## src/rtl/cpu_types_pkg.sv

```systemverilog
// Shared cache/memory-control protocol types: machine word and RAM status code.
package cpu_types_pkg;

  localparam int WORD_W = 32;

  typedef logic [WORD_W-1:0] word_t;

  typedef enum logic [1:0] {
    FREE   = 2'd0,
    BUSY   = 2'd1,
    ACCESS = 2'd2,
    ERROR  = 2'd3
  } ramstate_t;

endpackage : cpu_types_pkg

```

## src/rtl/mem_arbiter.sv

```systemverilog
// Memory-side responder: arbitrates instruction fetch and data access onto one RAM port,
// latching each granted request and holding it until RAM reports ACCESS.
module mem_arbiter
  import cpu_types_pkg::*;
#(
  parameter int ERR_W = 8
) (
  input  logic             CLK,
  input  logic             nRST,
  input  logic             iREN,
  input  logic             dREN,
  input  logic             dWEN,
  input  word_t            iaddr,
  input  word_t            daddr,
  input  word_t            dstore,
  output logic             iwait,
  output logic             dwait,
  output word_t            iload,
  output word_t            dload,
  output logic             ramREN,
  output logic             ramWEN,
  output word_t            ramaddr,
  output word_t            ramstore,
  input  word_t            ramload,
  input  ramstate_t        ramstate,
  output logic [ERR_W-1:0] err_count
);

  typedef enum logic [1:0] {
    IDLE,
    DREQ,
    IREQ
  } arb_state_t;

  arb_state_t       state_q, state_d;
  word_t            addr_q, addr_d;
  word_t            data_q, data_d;
  logic             wr_q, wr_d;
  word_t            iload_q, iload_d;
  word_t            dload_q, dload_d;
  logic [ERR_W-1:0] err_q, err_d;

  // NOTE: the RAM-facing address/data are driven straight from the latch registers, so
  // resetting those registers is what gives ramaddr/ramstore their reset value of zero.
  always_ff @(posedge CLK or negedge nRST) begin
    if (!nRST) begin
      state_q <= IDLE;
      addr_q  <= '0;
      data_q  <= '0;
      wr_q    <= 1'b0;
      iload_q <= '0;
      dload_q <= '0;
      err_q   <= '0;
    end else begin
      // NOTE: non-blocking assignments so every register samples the pre-edge values.
      state_q <= state_d;
      addr_q  <= addr_d;
      data_q  <= data_d;
      wr_q    <= wr_d;
      iload_q <= iload_d;
      dload_q <= dload_d;
      err_q   <= err_d;
    end
  end

  always_comb begin
    // NOTE: every output and next-state value gets a default first, so no path infers a latch.
    state_d  = state_q;
    addr_d   = addr_q;
    data_d   = data_q;
    wr_d     = wr_q;
    iload_d  = iload_q;
    dload_d  = dload_q;
    err_d    = err_q;
    ramREN   = 1'b0;
    ramWEN   = 1'b0;
    ramaddr  = addr_q;
    ramstore = data_q;
    iwait    = 1'b1;
    dwait    = 1'b1;
    iload    = iload_q;
    dload    = dload_q;

    unique case (state_q)
      IDLE: begin
        // Data wins a same-cycle tie; a combined read+write is a write.
        if (dREN || dWEN) begin
          addr_d  = daddr;
          data_d  = dstore;
          wr_d    = dWEN;
          state_d = DREQ;
        end else if (iREN) begin
          addr_d  = iaddr;
          wr_d    = 1'b0;
          state_d = IREQ;
        end
      end

      DREQ: begin
        ramREN = ~wr_q;
        ramWEN = wr_q;
        if (ramstate == ACCESS) begin
          dwait = 1'b0;
          if (!wr_q) begin
            dload   = ramload;
            dload_d = ramload;
          end
          // Hand over to a waiting fetch so data traffic cannot starve it.
          if (iREN) begin
            addr_d  = iaddr;
            wr_d    = 1'b0;
            state_d = IREQ;
          end else begin
            state_d = IDLE;
          end
        end
      end

      IREQ: begin
        ramREN = 1'b1;
        if (ramstate == ACCESS) begin
          iwait   = 1'b0;
          iload   = ramload;
          iload_d = ramload;
          if (dREN || dWEN) begin
            addr_d  = daddr;
            data_d  = dstore;
            wr_d    = dWEN;
            state_d = DREQ;
          end else begin
            state_d = IDLE;
          end
        end
      end

      default: state_d = IDLE;
    endcase

    // ERROR keeps the transaction in place (retry); only the counter moves, saturating.
    if ((state_q != IDLE) && (ramstate == ERROR) && (err_q != {ERR_W{1'b1}})) begin
      err_d = err_q + 1'b1;
    end
  end

  assign err_count = err_q;

endmodule : mem_arbiter

```

## config.mk

```make
export PLATFORM = sky130hd
export DESIGN_NAME = mem_arbiter
export DESIGN_NICKNAME = d
export VERILOG_FILES = /design/src/rtl/cpu_types_pkg.sv /design/src/rtl/mem_arbiter.sv
export SDC_FILE = /design/constraint.sdc
export NUM_CORES = 1
export LEC_CHECK = 0
export CORE_MARGIN = 2
export CORE_UTILIZATION = 44
export DETAILED_ROUTE_END_ITERATION = 10
export HOLD_SLACK_MARGIN = 0.15
export PLACE_DENSITY = 0.86
export SYNTH_ARGS = -nofsm -noshare
export SYNTH_HDL_FRONTEND = slang
export SYNTH_SLANG_ARGS = --single-unit
```

## constraint.sdc

```tcl
create_clock -name CLK -period 4.96 [get_ports CLK]
set_input_delay 0.992 -clock CLK [delete_from_list [all_inputs] [get_ports CLK]]
set_output_delay 0.992 -clock CLK [all_outputs]
set_load 0.02 [all_outputs]
```

==> reports/summary.txt <==
status = complete, no violations
Fmax = 234.2 MHz
Final ANT Viol Nets = 0
syn_nets = 529
Min-Delay Path Class = register to register
DR iter-0 viols = 170
Post-CTS Setup Inserts = 0
RD Place Congestion = 0.8010
Post-synth EDFFs = 0
Final Instance Area = 9219 µm²
Max Cap Violations = 0
CORE AREA = 12720 µm²
Buf+Inv Stages, Crit Path = 2
share of post-route cells with drive strength above 1 = 13.31%
buffers added on ports = 274
Via Count = 4364
Mapped Cells = 387
Data arrival, critical path = 3.28 ns
die span in y = 118.5 µm
Final Util = 72.46%
Worst-Skew Late Latency = 0.42 ns
power density over the cells = 741.2 nW/µm²
clock root cell = clkbuf_16
clock-pin slew on the worst setup and hold paths = 0.05 ns
Most used DFF post-synth = dfrtp_1
Max FO, Critical Path = 34
CP required = 3.97 ns
area of the multi-input gates = 2108 µm²
Area Overhead vs Synth = 59.86%
leakage = 3.933 nW
register area = 3478 µm²
Synth Register Bits = 139
Yosys top cell area share = 60.32%
residual DRC count = 0
WS Path Type = input pin to output pin
Layout Skew = 0.004499 ns
sequential area share after synthesis = 60.32%
Tmin final = 4.270 ns
H-Tree Depth = 4
crit path cell chain = clkdlybuf4s50_1 > nor2b_4 > nand2_2 > mux2_2 > clkdlybuf4s50_1
CTS resizes = 0
global-route wire length before repair = 25.98 mm
cell mode on critical path = clkdlybuf4s50_1
via count of the first global-routing pass = 4803
DIE AREA = 14040 µm²
post-synthesis async set-or-reset flop share = 100.0%
slew margin rel. = 27.67%
clock tree buffer depth = 2
pre-CTS setup slack = 0.6959 ns
DR vias/cell = 5.146
CTS Hold Bufs = 0
ANT cells = 0
Filler cells = 870
final hold violations = 0
IO Count = 275
Layout Nets = 805
Final Cycle Share = 86.09%
worst setup margin = 0.6902 ns
initial antenna violation count = 0
chip width = 118.5 µm
RSZ-0062 raised after global routing = no
dpl cells = 815
synth unique cells = 39
CTS tree = built
CP max-delay cell = clkdlybuf4s50_1
setup TNS = 0 ns
post-synth top area cell = dfrtp_1
total grt overflow = 0
Worst Max-Slew Pin Slew = 1.085 ns
DR WL/cell = 19.24 µm
fin cells = 848
fin. max-slew vios = 0
CP Launch Type = input pin
dpl cell area = 8602 µm²
final wirelength = 16.32 mm
CP peak stage delay = 0.55 ns
clk sinks = 139
setup violators final = 0
maximum number of pins on one net before global-route repair = 110
synthesized cell area = 5767 µm²
total power = 6.833 mW
Site Rows = 41
Commonest cells post-synth = dfrtp_1 (139), a22o_1 (65), mux2_1 (53)
Num CTS Buffers = 17
crit-path leading delay family = buffers and inverters
Max VDD drop = 0.4379 mV
tightest hold margin = 0.4792 ns
Synth area leaders = dfrtp_1 (60%), mux2_1 (10%), a22o_1 (9.9%), mux2_2 (9.0%), ha_1 (1.5%)
Worst setup EP type = output pin
top-count cell post-synth = dfrtp_1
total track usage = 24.03%
Starting Density = 45.33%
Yosys warnings = 0
Mean Syn Cell Area = 14.90 µm²
hpwl dp = 11.95 mm
Pre-antenna DRT Iters = 7
==> path summary, 6_finish.rpt <==
kind,slack [ns],end,depth (start not counted),startpoint
max,0.69,iload[24],5,ramstate[1]
min,0.48,dload_q[3]$_DFF_PN0_,1,dload_q[3]$_DFF_PN0_
max reg2reg,1.94,ramstore[28]$_DFFE_PN0P_,6,state_q[0]$_DFFE_PN0P_
min reg2reg,0.48,dload_q[3]$_DFF_PN0_,1,dload_q[3]$_DFF_PN0_
max in group asynchronous,3.27,dload_q[25]$_DFF_PN0_,2,nRST
min in group asynchronous,0.71,err_count[1]$_DFFE_PN0P_,1,nRST
==> report_power, final <==
part | switching, mW | internal, mW | total [mW]
Clock | 0.453 | 0.818 | 1.27
Combinational | 1.81 | 1.80 | 3.62
Sequential | 0.250 | 1.70 | 1.95
==> layer usage <==
metal | track usage [%] | vias up | share of wire, %
li1 | - | 1983 | -
met1 | 26.31 | 2142 | 37
met2 | 42.05 | 197 | 53
met3 | 7.819 | 42 | 7.1
met4 | 11.46 | 0 | 3.3
met5 | 0 | - | 0
==> flip-flops by register name, summed over array words and instances (netlist names) <==
signal	cells
dload_q	32
err_count	8
iload_q	32
ramaddr	32
ramstore	32
state_q	2
wr_q	1
==> logic make-up (layout without fill, tap and decap cells) <==
logic type                 count (synthesis)  count (layout)  synth area share, %
AOI/OAI and AO/OA                         76              76                11.69
adders and majority gates                  7               7                1.519
DFF                                      139             139                60.32
buffers and inverters                     28             317                3.189
and+or+nand+nor                           33              33                3.190
muxes                                     99              99                19.33
xor gates and xnor gates                   5               5               0.7593
==> layout make-up <==
class,instances,share of cell area [%]
clock buffer,26,5.632
multi-input combinational,220,22.87
timing repair buffer,280,30.33
sequential,139,37.73
inverter,5,0.2036
tap,172,2.334
clock inverter,6,0.8958
==> cell usage in the layout (no fill, tap or decap), drive strengths merged, types with 3 or more instances in the layout <==
cell type / instances
clkdlybuf4s50: 273
dfrtp: 139
mux2: 99
a22o: 65
clkbuf: 26
nand2: 9
ha: 7
buf: 7
nor2: 6
inv: 5
xnor2: 4
a21oi: 4
nand2b: 3
clkinv: 3
nor3: 3
No activity file was read; power rests on OpenSTA's default activity.
